$ cat src/rtl/mdu_pkg.sv
// Shared definitions for the iterative multiply/divide unit:
// op encodings, FSM states, operand width and default iteration count.
package mdu_pkg;

  localparam int XLEN      = 32;
  localparam int ITERS_DEF = 32;

  typedef enum logic [1:0] {
    OP_MULT  = 2'b00,
    OP_MULTU = 2'b01,
    OP_DIV   = 2'b10,
    OP_DIVU  = 2'b11
  } op_e;

  typedef enum logic [1:0] {
    S_IDLE = 2'b00,
    S_CALC = 2'b01,
    S_DONE = 2'b10
  } state_e;

  function automatic logic op_signed(input logic [1:0] o);
    return !o[0];
  endfunction

  function automatic logic op_is_div(input logic [1:0] o);
    return o[1];
  endfunction

endpackage

$ cat src/rtl/mdu_sign_fix.sv
// Combinational abs/negate helper: operand magnitudes in, sign-fixed results out.
// Ports: a,b,sgn -> mag_a,mag_b ; raw,is_mul,neg_q,neg_r -> res_hi,res_lo.
module mdu_sign_fix
  import mdu_pkg::*;
(
  input  logic [XLEN-1:0]   a,
  input  logic [XLEN-1:0]   b,
  input  logic              sgn,
  input  logic [2*XLEN-1:0] raw,
  input  logic              is_mul,
  input  logic              neg_q,
  input  logic              neg_r,
  output logic [XLEN-1:0]   mag_a,
  output logic [XLEN-1:0]   mag_b,
  output logic [XLEN-1:0]   res_hi,
  output logic [XLEN-1:0]   res_lo
);

  logic [2*XLEN-1:0] prod;
  logic [XLEN-1:0]   rem;
  logic [XLEN-1:0]   quo;

  always_comb begin
    mag_a = (sgn && a[XLEN-1]) ? -a : a;
    mag_b = (sgn && b[XLEN-1]) ? -b : b;
    prod  = neg_q ? -raw : raw;
    // divide layout: remainder in the upper half, quotient in the lower
    rem   = raw[2*XLEN-1:XLEN];
    quo   = raw[XLEN-1:0];
    if (is_mul) begin
      res_hi = prod[2*XLEN-1:XLEN];
      res_lo = prod[XLEN-1:0];
    end else begin
      res_hi = neg_r ? -rem : rem;
      res_lo = neg_q ? -quo : quo;
    end
  end

endmodule

$ cat src/rtl/mul_div_unit.sv
// Iterative MULT/MULTU/DIV/DIVU unit owning the HI/LO registers.
// Ports: start/op/operand_a/operand_b issue, hi_we/lo_we/wdata MTHI/MTLO,
// busy/done/div_by_zero status, hi/lo results.
module mul_div_unit
  import mdu_pkg::*;
#(
  parameter int ITERS = ITERS_DEF
) (
  input  logic            clk,
  input  logic            rst,
  input  logic            start,
  input  logic [1:0]      op,
  input  logic [XLEN-1:0] operand_a,
  input  logic [XLEN-1:0] operand_b,
  input  logic            hi_we,
  input  logic            lo_we,
  input  logic [XLEN-1:0] wdata,
  output logic            busy,
  output logic            done,
  output logic            div_by_zero,
  output logic [XLEN-1:0] hi,
  output logic [XLEN-1:0] lo
);

  localparam int CW = $clog2(ITERS + 1);

  state_e            state;
  state_e            state_nx;
  logic [CW-1:0]     cnt;
  logic [2*XLEN-1:0] work;
  logic [2*XLEN-1:0] work_nx;
  logic [XLEN-1:0]   dvsr;
  logic              div_q;
  logic              neg_q;
  logic              neg_r;
  logic              dbz;

  logic              accept;
  logic              in_div;
  logic              b_zero;
  logic              last;
  logic [XLEN-1:0]   mag_a;
  logic [XLEN-1:0]   mag_b;
  logic [XLEN-1:0]   res_hi;
  logic [XLEN-1:0]   res_lo;
  logic [XLEN:0]     sum;
  logic [XLEN:0]     rsh;
  logic [XLEN:0]     diff;

  assign accept = start && (state != S_CALC);
  assign in_div = op_is_div(op);
  assign b_zero = (operand_b == '0);
  assign last   = (cnt == CW'(ITERS));

  mdu_sign_fix u_fix (
    .a      (operand_a),
    .b      (operand_b),
    .sgn    (op_signed(op)),
    .raw    (work),
    .is_mul (!div_q),
    .neg_q  (neg_q),
    .neg_r  (neg_r),
    .mag_a  (mag_a),
    .mag_b  (mag_b),
    .res_hi (res_hi),
    .res_lo (res_lo)
  );

  // One iteration step. Multiply: add multiplicand into the upper half
  // when the multiplier LSB is set, then shift right. Divide: shift the
  // next dividend bit into the remainder, subtract if it fits.
  always_comb begin
    sum  = {1'b0, work[2*XLEN-1:XLEN]}
         + (work[0] ? {1'b0, dvsr} : '0);
    rsh  = {work[2*XLEN-1:XLEN], work[XLEN-1]};
    diff = rsh - {1'b0, dvsr};
    if (!div_q) begin
      work_nx = {sum, work[XLEN-1:1]};
    end else if (!diff[XLEN]) begin
      work_nx = {diff[XLEN-1:0], work[XLEN-2:0], 1'b1};
    end else begin
      work_nx = {rsh[XLEN-1:0], work[XLEN-2:0], 1'b0};
    end
  end

  always_ff @(posedge clk or negedge rst) begin
    if (!rst) begin
      state <= S_IDLE;
    end else begin
      state <= state_nx;
    end
  end

  always_comb begin
    state_nx = state;
    unique case (state)
      S_IDLE, S_DONE: begin
        if (start) begin
          state_nx = (in_div && b_zero) ? S_DONE : S_CALC;
        end else begin
          state_nx = S_IDLE;
        end
      end
      S_CALC: begin
        if (last) begin
          state_nx = S_DONE;
        end
      end
      default: state_nx = S_IDLE;
    endcase
  end

  always_comb begin
    busy        = (state == S_CALC);
    done        = (state == S_DONE);
    div_by_zero = (state == S_DONE) && dbz;
  end

  always_ff @(posedge clk or negedge rst) begin
    if (!rst) begin
      cnt   <= '0;
      work  <= '0;
      dvsr  <= '0;
      div_q <= 1'b0;
      neg_q <= 1'b0;
      neg_r <= 1'b0;
      dbz   <= 1'b0;
      hi    <= '0;
      lo    <= '0;
    end else if (accept) begin
      cnt   <= '0;
      work  <= {{XLEN{1'b0}}, mag_a};
      dvsr  <= mag_b;
      div_q <= in_div;
      neg_q <= op_signed(op) && (operand_a[XLEN-1] ^ operand_b[XLEN-1]);
      neg_r <= op_signed(op) && in_div && operand_a[XLEN-1];
      dbz   <= in_div && b_zero;
    end else if (state == S_CALC) begin
      if (!last) begin
        work <= work_nx;
        cnt  <= cnt + CW'(1);
      end else begin
        hi <= res_hi;
        lo <= res_lo;
      end
    end else begin
      if (hi_we) begin
        hi <= wdata;
      end
      if (lo_we) begin
        lo <= wdata;
      end
    end
  end

endmodule

$ cat config.mk
export PLATFORM = sky130hd
export DESIGN_NAME = mul_div_unit
export DESIGN_NICKNAME = d
export VERILOG_FILES = /design/src/rtl/mdu_pkg.sv /design/src/rtl/mdu_sign_fix.sv /design/src/rtl/mul_div_unit.sv
export SDC_FILE = /design/constraint.sdc
export NUM_CORES = 1
export LEC_CHECK = 0
export ABC_AREA = 1
export ABC_CLOCK_PERIOD_IN_PS = 2300
export BUFFER_PORTS_ARGS = -buffer_cell sky130_fd_sc_hd__buf_4
export CELL_PAD_IN_SITES_DETAIL_PLACEMENT = 0
export CELL_PAD_IN_SITES_GLOBAL_PLACEMENT = 1
export CORE_MARGIN = 5
export CORE_UTILIZATION = 39
export CTS_BUF_LIST = sky130_fd_sc_hd__clkbuf_8
export CTS_CLUSTER_DIAMETER = 200
export DETAILED_ROUTE_END_ITERATION = 7
export HOLD_SLACK_MARGIN = 0.02
export PLACE_DENSITY = 0.9
export SYNTH_ARGS = -nofsm -noshare
export SYNTH_HDL_FRONTEND = slang
export SYNTH_SLANG_ARGS = --single-unit
$ cat constraint.sdc
create_clock -name clk -period 2.3 [get_ports clk]
set_input_delay 0.23 -clock clk [delete_from_list [all_inputs] [get_ports clk]]
set_output_delay 0.23 -clock clk [all_outputs]
set_load 0.01 [all_outputs]
==> reports/results.txt, run 1 <==
Antenna violations before repair: 1
Switching Share: 0.536
Met2 routed WL: 31.4 mm
Status: complete, but fails checks
Final wirelength: 73.2 mm
Fraction of registers with async set/reset: 1.00
P&R area growth vs syn: 40.0%
Slew Limit Fails: 0
Routed Antenna Nets: 0
First-pass iteration count of the detailed router: 6
Hold WS: 69.9 ps
Synth Area in Adders: 0.0521
Setup_tns: -1670 ps
Unrepaired setup endpoints after global routing: true
Die width: 222 um
H-tree Lvls: 4
Main synth FF type: dfrtp_1
Multi-input logic area: 0.0126 mm^2
Top Metal Used: met4
Failing checks: setup timing
P_sw: 0.0213 W
Most common cell after layout, fill and taps aside: nand2_1
Post-synthesis mux area share: 0
First-pass GRT wire length: 111 mm
Sink Count: 172
Clock transition at path regs: 110 ps
CTS tree: built
Seq cells post-synth: 172
DR vias: 21,900
Reg area: 0.00433 mm^2
Nets: 3,731
Site row count: 77
Critical Path Source Type: register
Clk_lat worst skew: 540 ps
Pint: 0.0185 W
Share of cells above drive strength 1: 0.256
CTS buffer count: 17
IO Count: 170
Critical path type: reg2reg
WL/cell: 17.6 um
Maxcap violations: 0
Synth warn: 0
Post-synth EDFFs: 0
CP arrival: 2820 ps
Vias/cell: 5.26
Worst Skew: 32.4 ps
Synth Cell Area: 0.0176 mm^2
Achievable Freq: 414 MHz
Main combinational cell family by area after synthesis: simple AND/OR/NAND/NOR gates
Post-Synth Simple-Gate Area: 0.413
Aggregate global routing overflow: 0
WP data required: 2710 ps
Synth Area in Compound Gates: 0.146
Die height: 222 um
Met3 wire length: 6.82 mm
Dpl hpwl: 57.4 mm
Worst-Margin Slew: 856 ps
Post-Syn Nets: 3,222
Final Hold Viols: 0
Final setup violation count: 32
FF-to-FF path depth: 15
PortBufs: 169
Slew headroom: 0.429
M1 WL: 32.7 mm
Peak supply drop: 0.702 mV
Clock Power Share: 0.057
GPL Wtd Cong: 0.981
Critical Path Fanout Max: 13
Largest net degree at the start of global routing: 86
Root Buffer: clkbuf_8
Seq/Total Area, Yosys: 0.245
Placement Setup Slack: -169 ps
P per Cell Area: 1620 mW/mm^2
Crit end category: register
XOR/XNOR Fraction of Synth Area: 0.0269
Area of the core: 0.0444 mm^2
DR iter-0 viols: 2,242
Vias in the first global route: 19,800
Fill count: 4,414
Leading cell types in the layout, fill and taps excluded: nand2_1 (902), buf_4 (497), inv_1 (396)
Die area: 0.0494 mm^2
Clock Tree Buf Depth: 2
Fin crit share: 1.05
Logic pwr share: 0.790
Sequential Power Share: 0.153
Setup ws final: -114 ps
Static leakage: 12.5 nW
Initial Util: 0.396
Crit path time final: 2410 ps
DRC Markers: 0
Hold Crit Class: in2reg
Mean Syn Cell Area: 5.77 um^2
Synth Instances: 3,047
Hold depth: 5
Aggregate global-route resource usage: 0.280
Netlist cell types: 50
[critical path: stages, from the launching register on]
cell and delay [ps]:
dfrtp_2 480, buf_12 170, nand2_1 60, inv_1 40, ha_1 280, buf_4 160, a21oi_4 160, o21ai_0 100
nand2_1 100, nand3_2 100, buf_4 150, xor2_1 130, o21ai_1 160, inv_1 70, nand2_1 70, nand2_1 50
[synth_stat cells (all sizes together), types with 20 or more instances]
cell	count	area, um^2
o211ai	20	150
xor2	37	324
ha	70	876
a31oi	42	263
nor2	382	1490
clkbuf	61	229
buf	36	184
nor3	27	156
dfrtp	172	4300
nand2	987	3780
o21ai	169	857
nand4	36	225
inv	438	1640
a21oi	212	1070
nand3	275	1390
[path summary, 6_finish.rpt]
check / to / from / slack (ps)
min in group asynchronous: dvsr[23] / rst / 290
min: hi[31] / wdata[31] / 70
min reg2reg: dbz / dbz / 490
max: work[41] / work[0] / -110
max reg2reg: work[41] / work[0] / -110
max in group asynchronous: hi[23] / rst / 1320
[state kept, by name, summed over array words and instances, names as in the netlist]
register / count
neg_q: 1
dvsr: 32
state: 2
cnt: 6
div_q: 1
lo: 32
work: 64
dbz: 1
neg_r: 1
hi: 32
[cells by family after synthesis]
family / Yosys count
AOI/OAI and AO/OA: 474
xor gates and xnor gates: 54
adders and majority gates: 72
buffers and inverters: 537
DFF: 172
and+or+nand+nor: 1738
[through the flow]
step                power, W  instance area [um^2]   util  instances
floorplan             0.0214                 17600      -       3047
global placement      0.0327                 21700  0.489       4029
detailed placement    0.0328                 21700  0.489       4029
CTS                   0.0367                 23500  0.529       4135
global route          0.0429                 24600  0.554       4161
finish                0.0398                 24600  0.554       4162
[power groups by stage]
| stage | combinational [W] | sequential (W) | clock (W) |
|---|---|---|---|
| 6_report | 0.0314 | 0.00608 | 0.00227 |
| 4_1_cts | 0.0284 | 0.00596 | 0.00232 |
| 5_1_grt | 0.0343 | 0.00622 | 0.00243 |
| 2_1_floorplan | 0.0154 | 0.00591 | 0 |
| 3_5_place_dp | 0.0268 | 0.00599 | 0 |
| 3_3_place_gp | 0.0267 | 0.00595 | 0 |
[per-layer routing]
layer,vias to the layer above,GRT usage
li1,10800,-
met1,10100,0.411
met2,916,0.417
met3,121,0.0516
met4,0,0.0846
met5,-,0
[area by class of cell]
| cell class | instances | area share |
|---|---|---|
| multi-input cells | 2338 | 0.513 |
| repair buffers | 587 | 0.198 |
| flip-flops and latches | 172 | 0.176 |
| inverters | 440 | 0.0673 |
| well taps | 592 | 0.0301 |
| clock buffers | 18 | 0.0101 |
| clock inverters | 14 | 0.00605 |
| diodes | 1 | 0.000102 |
[what timing repair did]
| action | in CTS | in global routing |
|---|---|---|
| pin swaps | 19 | 55 |
| setup buffers | 10 | 20 |
| endpoints found under the setup margin | 38 | 72 |
| gates resized for setup | 142 | 219 |
| hold buffers | 62 | 0 |
| endpoints found under the hold margin | 134 | 0 |
| cloned | 2 | 6 |
No activity file was read; power rests on OpenSTA's default activity.
==> run 2: changes to the inputs <==
--- a/config.mk
+++ b/config.mk
@@ -10,8 +10,8 @@
 export BUFFER_PORTS_ARGS = -buffer_cell sky130_fd_sc_hd__buf_4
 export CELL_PAD_IN_SITES_DETAIL_PLACEMENT = 0
 export CELL_PAD_IN_SITES_GLOBAL_PLACEMENT = 1
-export CORE_MARGIN = 5
-export CORE_UTILIZATION = 39
+export CORE_MARGIN = 2
+export CORE_UTILIZATION = 40
 export CTS_BUF_LIST = sky130_fd_sc_hd__clkbuf_8
 export CTS_CLUSTER_DIAMETER = 200
 export DETAILED_ROUTE_END_ITERATION = 7
@@ -19,4 +19,5 @@
 export PLACE_DENSITY = 0.9
 export SYNTH_ARGS = -nofsm -noshare
 export SYNTH_HDL_FRONTEND = slang
+export SYNTH_HIERARCHICAL = 1
 export SYNTH_SLANG_ARGS = --single-unit
==> run 2 against run 1 <==
Net effect:
- the run still ends with setup timing left
- via count down 3.7%
- die area shrank 7.1%
- core utilization rose by 1.3 points
- combinational power rose by 2%
- wire length up 1.6%
- sequential share of layout area down 0.25 points
- non-clock buffer count grew 70
- largest cell class unchanged
==> reports/results.txt, run 2 <==
Status: complete, but fails checks
Failing checks: setup timing
Hold path start: operand_b[5]
Area of the core: 0.0439 mm^2
Vias in the first global route: 20,100
Final setup violation count: 37
Yosys top cell area share: 0.243
GPL Wtd Cong: 0.978
Worst-Margin Slew: 808 ps
Clk_lat worst skew: 570 ps
PortBufs: 169
Hold Crit Class: in2reg
P per Cell Area: 1640 mW/mm^2
Unrepaired setup endpoints after global routing: true
Die width: 214 um
Largest net degree at the start of global routing: 101
Share of cells above drive strength 1: 0.294
Most common cell on crit path: nand2_2
Static leakage: 12.9 nW
IO Count: 170
CTS buffer count: 17
Achievable Freq: 395 MHz
Maxcap violations: 0
Max reg flops: 64
Dpl hpwl: 58.8 mm
Routed Antenna Nets: 0
DR iter-0 viols: 1,788
Mean Syn Cell Area: 6.16 um^2
H-tree Lvls: 4
Synth warn: 6
Site row count: 77
Vias/cell: 5.18
DR vias: 21,100
Inst Count DP: 3,926
Final wirelength: 74.4 mm
Post-synth EDFFs: 0
Die height: 214 um
Met3 GRT Util: 0.0682
Worst R2R End: work[39]
GRT busiest layer: met2
Hold WS: 58.0 ps
Most numerous cell in the Yosys netlist: nand2_1
N_diodes: 0
Critical path type: reg2reg
Netlist cell types: 50
Root Buffer: clkbuf_8
P&R area growth vs syn: 40.9%
Fin crit share: 1.10
Synth Instances: 2,872
Global Route met2 Usage: 0.486
Crit end category: register
Peak supply drop: 0.807 mV
Most common cell after layout, fill and taps aside: nand2_1
Critical Path Source Type: register
Antenna violations before repair: 0
Clock Tree Buf Depth: 2
Die area: 0.0459 mm^2
Worst path cell trace: ha_4 > fa_2 > inv_2 > nand2_2 > nand2_2 > nand3_2 > nand2_2 > nand2_2 > nand2_4 > nand2_4 > buf_4 > nand3_4 > nand2_8 > clkbuf_16 > nand2_2 > nand3_2 > nand3_2 > nand2_1
Nets: 3,640
Slew Limit Fails: 0
Leading cell types in the layout, fill and taps excluded: nand2_1 (930), buf_4 (557), inv_1 (351)
Sink Count: 172
Worst path max stage delay: 430 ps
Final Hold Viols: 0
Top post-synthesis cells by count: nand2_1 (992), inv_1 (362), nor2_1 (282)
Slew headroom: 0.462
Crit path time final: 2530 ps
Fin cells: 4,069
Post-Syn Nets: 3,047
Worst Skew: 19.5 ps
Seq/Total Area, Yosys: 0.243
CP arrival: 2990 ps
Main synth FF type: dfrtp_1
First-pass GRT wire length: 112 mm
Seq cells post-synth: 172
First-pass iteration count of the detailed router: 8
WP data required: 2760 ps
Synth Cell Area: 0.0177 mm^2
Clock transition at path regs: 100 ps
Area leader, netlist: dfrtp_1
Slowest-stage cell, CP: dfrtp_1
Synth area leaders: dfrtp_1 (24%), nand2_1 (21%), inv_1 (7.7%), nor2_1 (6.0%), nand3_1 (5.7%)
Aggregate global-route resource usage: 0.314
Grt met1 use: 0.426
Setup ws final: -233 ps
Top reg by flops: work
Initial Util: 0.403
Worst reg2reg startpoint: dvsr[0]
Critical Path Fanout Max: 8
DRC Markers: 0
Worst reg2reg setup slack: -230 ps
Fraction of registers with async set/reset: 1.00
CTS tree: built
Setup_tns: -5930 ps
Aggregate global routing overflow: 0
Setup crit start: dvsr[0]
WL/cell: 18.3 um
Pwr Total: 0.0408 W
FF-to-FF path depth: 18
Crit path to: work[39]
[run 2: cell types whose count changed after synthesis, sizes merged, moves of 18 or more]
cell | previous run | this run
a21oi | 212 | 82
nand3 | 275 | 206
nor2 | 382 | 314
mux2 | 0 | 64
inv | 438 | 378
nand2 | 987 | 1023
o21ai | 169 | 134
xor2 | 37 | 67
or2 | 11 | 40
xnor2 | 17 | 38
clkbuf | 61 | 43
[run 2: layer usage]
metal / up-vias / part of all wire
li1: 10300 / -
met1: 9818 / 0.44
met2: 784 / 0.44
met3: 131 / 0.082
met4: 0 / 0.039
met5: - / 0
[run 2: report_power, final]
group          switching (W)  total (W)  leakage (nW)  internal (W)
clock                0.00137    0.00269         0.235       0.00131
combinational         0.0178     0.0320          10.6        0.0142
sequential           0.00161    0.00615          2.08       0.00454
total                 0.0208     0.0408          12.9        0.0200
[run 2: kinds of logic (layout without fill, tap and decap cells)]
logic type / count (synthesis) / after routing / share of synthesized area
AOI/OAI and AO/OA: 307 / 307 / 0.0994
DFF: 172 / 172 / 0.243
adders and majority gates: 72 / 72 / 0.0518
buffers and inverters: 462 / 1067 / 0.103
and+or+nand+nor: 1690 / 1690 / 0.410
muxes: 64 / 64 / 0.0407
xor gates and xnor gates: 105 / 105 / 0.0520
[run 2: worst min path at each step]
stage	cells past startpoint	endpoint
finish	4	dvsr[5]
global route	4	lo[6]
CTS	5	dvsr[16]
detailed placement	1	work[63]
global placement	1	work[63]
floorplan	0	cnt[0]
[run 2: repair_timing]
item                                    CTS  global route
endpoints found under the setup margin   60           108
buffers inserted                         30            22
hold buffers                             57             0
hold endpoints to repair                246             0
resized for setup                       135           152
gates cloned                              4             4
pin swaps                                35            66
[run 2: layout make-up]
class                   instances  area, um^2
fillers                      4317       19000
flip-flops and latches        172        4320
well taps                     592         741
multi-input cells            2238       12500
clock inverters                14         235
repair buffers                657        5430
clock buffers                  17         234
inverters                     379        1440
[run 2: per-stage QoR]
stage / util / area (um^2) / worst slack, ps
3_5_place_dp: 0.507 / 22300 / -293
3_3_place_gp: 0.507 / 22300 / -298
4_1_cts: 0.552 / 24200 / -161
5_1_grt: 0.567 / 24900 / -346
2_1_floorplan: - / 17700 / -19.4
6_report: 0.567 / 24900 / -233
[run 2: worst max-delay path: cells and delay by family, from the launching register on]
family / cells / cell delay (ps)
simple gates: 13 / 980
fa+ha+maj: 2 / 580
flops: 1 / 430
buf+inv: 3 / 410
==> run 3: changes to the inputs <==
--- a/config.mk
+++ b/config.mk
@@ -5,18 +5,17 @@
 export SDC_FILE = /design/constraint.sdc
 export NUM_CORES = 1
 export LEC_CHECK = 0
-export ABC_AREA = 1
 export ABC_CLOCK_PERIOD_IN_PS = 2300
 export BUFFER_PORTS_ARGS = -buffer_cell sky130_fd_sc_hd__buf_4
 export CELL_PAD_IN_SITES_DETAIL_PLACEMENT = 0
 export CELL_PAD_IN_SITES_GLOBAL_PLACEMENT = 1
 export CORE_MARGIN = 2
-export CORE_UTILIZATION = 40
+export CORE_UTILIZATION = 41
 export CTS_BUF_LIST = sky130_fd_sc_hd__clkbuf_8
 export CTS_CLUSTER_DIAMETER = 200
 export DETAILED_ROUTE_END_ITERATION = 7
 export HOLD_SLACK_MARGIN = 0.02
-export PLACE_DENSITY = 0.9
+export PLACE_DENSITY = 0.89
 export SYNTH_ARGS = -nofsm -noshare
 export SYNTH_HDL_FRONTEND = slang
 export SYNTH_HIERARCHICAL = 1
==> run 3 against run 2 <==
Net effect:
- sequential power decreased by 12%
- clock skew increased by 1.9 ps
- synthesized area fell by 15%
- worst setup slack worse by 500 ps
- combinational power down 11%
- maximum frequency is 17% lower
- the run still ends with setup timing left
- worst hold slack got worse by 19 ps
- non-clock buffer count up 7
- register-to-register slack worse by 500 ps
- via count is 17% lower
- critical endpoint is now work[59]
- critical path depth is 5 lower
==> reports/results.txt, run 3 <==
Placement Setup Slack: -1060 ps
Unrepaired setup endpoints after global routing: true
DRC Markers: 0
Top post-synthesis cells by count: nand2_1 (245), o21ai_0 (226), a21oi_1 (199)
Slew Limit Fails: 0
Nets: 2,697
Final wirelength: 59.0 mm
Fin crit share: 1.32
First-pass iteration count of the detailed router: 6
Die area: 0.0381 mm^2
Logic pwr share: 0.786
Most common cell after layout, fill and taps aside: buf_4
Hold depth: 4
Initial Util: 0.413
Post-synth EDFFs: 0
Area leader, netlist: dfrtp_1
Die height: 195 um
Failing checks: setup timing
P_sw: 0.0177 W
Seq cells post-synth: 172
Final setup violation count: 75
IO Count: 170
Netlist cell types: 85
Final Hold Viols: 0
Share of cells above drive strength 1: 0.361
Synth Cell Area: 0.0150 mm^2
First-pass GRT wire length: 89.9 mm
Yosys top cell area share: 0.287
DR vias: 17,400
Synth warn: 6
P&R area growth vs syn: 49.2%
Slew headroom: 0.375
Critical Path Fanout Max: 15
Clock Power Share: 0.064
CTS tree: built
Sequential Power Share: 0.150
Clock transition at path regs: 120 ps
H-tree Lvls: 4
WP data required: 2740 ps
Synth Area in Adders: 0.0612
Hold WS: 39.1 ps
PortBufs: 169
Die width: 195 um
Largest net degree at the start of global routing: 133
Dpl hpwl: 43.9 mm
Leading cell types in the layout, fill and taps excluded: buf_4 (595), nand2_1 (234), a21oi_1 (169)
WL/cell: 19.6 um
Aggregate global-route resource usage: 0.299
Top reg by flops: work
Cell area after layout: 0.0224 mm^2
Routed Antenna Nets: 0
Area of the core: 0.0363 mm^2
Switching Share: 0.489
Post-layout util: 0.616
Clock Tree Buf Depth: 2
Synth area leaders: dfrtp_1 (29%), o21ai_0 (7.6%), a21oi_1 (6.6%), nand2_1 (6.1%), xnor2_1 (6.1%)
Pint: 0.0186 W
FF-to-FF path depth: 13
Static leakage: 10.2 nW
Clk_lat worst skew: 530 ps
Hold Crit Class: in2reg
Most numerous cell in the Yosys netlist: nand2_1
Post-DP Area: 0.0201 mm^2
Maxcap violations: 0
Sink Count: 172
Worst Skew: 21.3 ps
Synth Area in Compound Gates: 0.247
Worst reg2reg setup slack: -740 ps
Post-synthesis mux area share: 0.0353
Achievable Freq: 329 MHz
Post-Syn Nets: 2,114
P per Cell Area: 1620 mW/mm^2
Crit end category: register
Max reg flops: 64
XOR/XNOR Fraction of Synth Area: 0.104
Mean Syn Cell Area: 7.72 um^2
Worst-Margin Slew: 933 ps
DR iter-0 viols: 1,711
Crit path time final: 3040 ps
Vias/cell: 5.80
Main synth FF type: dfrtp_1
CTS buffer count: 17
Peak supply drop: 0.764 mV
Vias in the first global route: 16,700
Seq/Total Area, Yosys: 0.287
Post-Synth Simple-Gate Area: 0.217
Critical Path Source Type: register
Critical path type: reg2reg
GPL Wtd Cong: 1.00
Main combinational cell family by area after synthesis: compound AO/OA/AOI/OAI gates
Antenna violations before repair: 3
Synth Instances: 1,939
Setup ws final: -737 ps
Status: complete, but fails checks
CP arrival: 3480 ps
Root Buffer: clkbuf_8
Fraction of registers with async set/reset: 1.00
Site row count: 70
Aggregate global routing overflow: 0
[run 3: power groups by stage]
stage	Sequential (W)	Clock (W)	Combinational [W]
final	0.00543	0.00233	0.0286
after floorplan	0.00581	0	0.0132
after detailed placement	0.00544	0	0.0245
after global placement	0.00537	0	0.0239
after global routing	0.00557	0.00246	0.0305
after CTS	0.00540	0.00234	0.0265
[run 3: layout make-up]
cell class | count | area, um^2
Inverter | 78 | 293
Sequential cell | 172 | 4310
Clock inverter | 15 | 194
Fill cell | 3029 | 13900
Clock buffer | 17 | 234
Multi-Input combinational cell | 1589 | 11400
Antenna cell | 2 | 5.00
Timing Repair Buffer | 664 | 5300
Tap cell | 468 | 586
[run 3: timing repair]
item | 4_1_cts | 5_1_grt
setup buffers | 23 | 17
endpoints found under the hold margin | 73 | 0
cloned | 1 | 0
resized for setup | 159 | 141
pin swaps | 66 | 57
hold buffers | 28 | 0
endpoints found under the setup margin | 82 | 94
[run 3: path summary, 6_finish.rpt]
check                           end          start
hold / removal             dvsr[24]  operand_b[24]
setup / recovery           work[59]       work[34]
min in group asynchronous    hi[15]            rst
setup reg to reg           work[59]       work[34]
max in group asynchronous  dvsr[27]            rst
hold reg to reg                 dbz            dbz
[run 3: through the flow]
step,power (W),instances,TNS (ps)
after detailed placement,0.0299,2907,-45550
after CTS,0.0342,2990,-32790
after global placement,0.0293,2907,-40120
after global routing,0.0385,3003,-41120
final,0.0363,3005,-36160
after floorplan,0.0190,1939,-19750
[run 3: logic make-up (layout without fill, tap and decap cells)]
logic type | count (synthesis) | in the layout
AND/OR/NAND/NOR | 669 | 669
adder cells (fa/ha/maj) | 72 | 72
buffers and inverters | 178 | 774
multiplexers | 52 | 52
other | 0 | 2
XOR/XNOR | 175 | 175
AO/OA/AOI/OAI | 621 | 621
flip-flops | 172 | 172
[run 3: per-layer routing]
layer / vias up / share of wire / wire (um) / track usage
met1: 8316 / 0.42 / 24900 / 0.408
met4: 2 / 0.039 / 2310 / 0.120
met2: 851 / 0.45 / 26600 / 0.472
li1: 8073 / - / - / -
met5: - / 0.00022 / 13 / 0
met3: 174 / 0.087 / 5140 / 0.0501
[run 3: critical path, cell delays in order, from the launching register on]
cell      delay (ps)
dfrtp_1          430
ha_4             260
buf_6            110
o211ai_1         280
a21oi_4           80
o211a_4          270
o311ai_4         300
nand3_2          160
xor2_4           180
buf_12           170
buf_4            190
o21ai_1          130
a21oi_1           70
o41ai_2          310
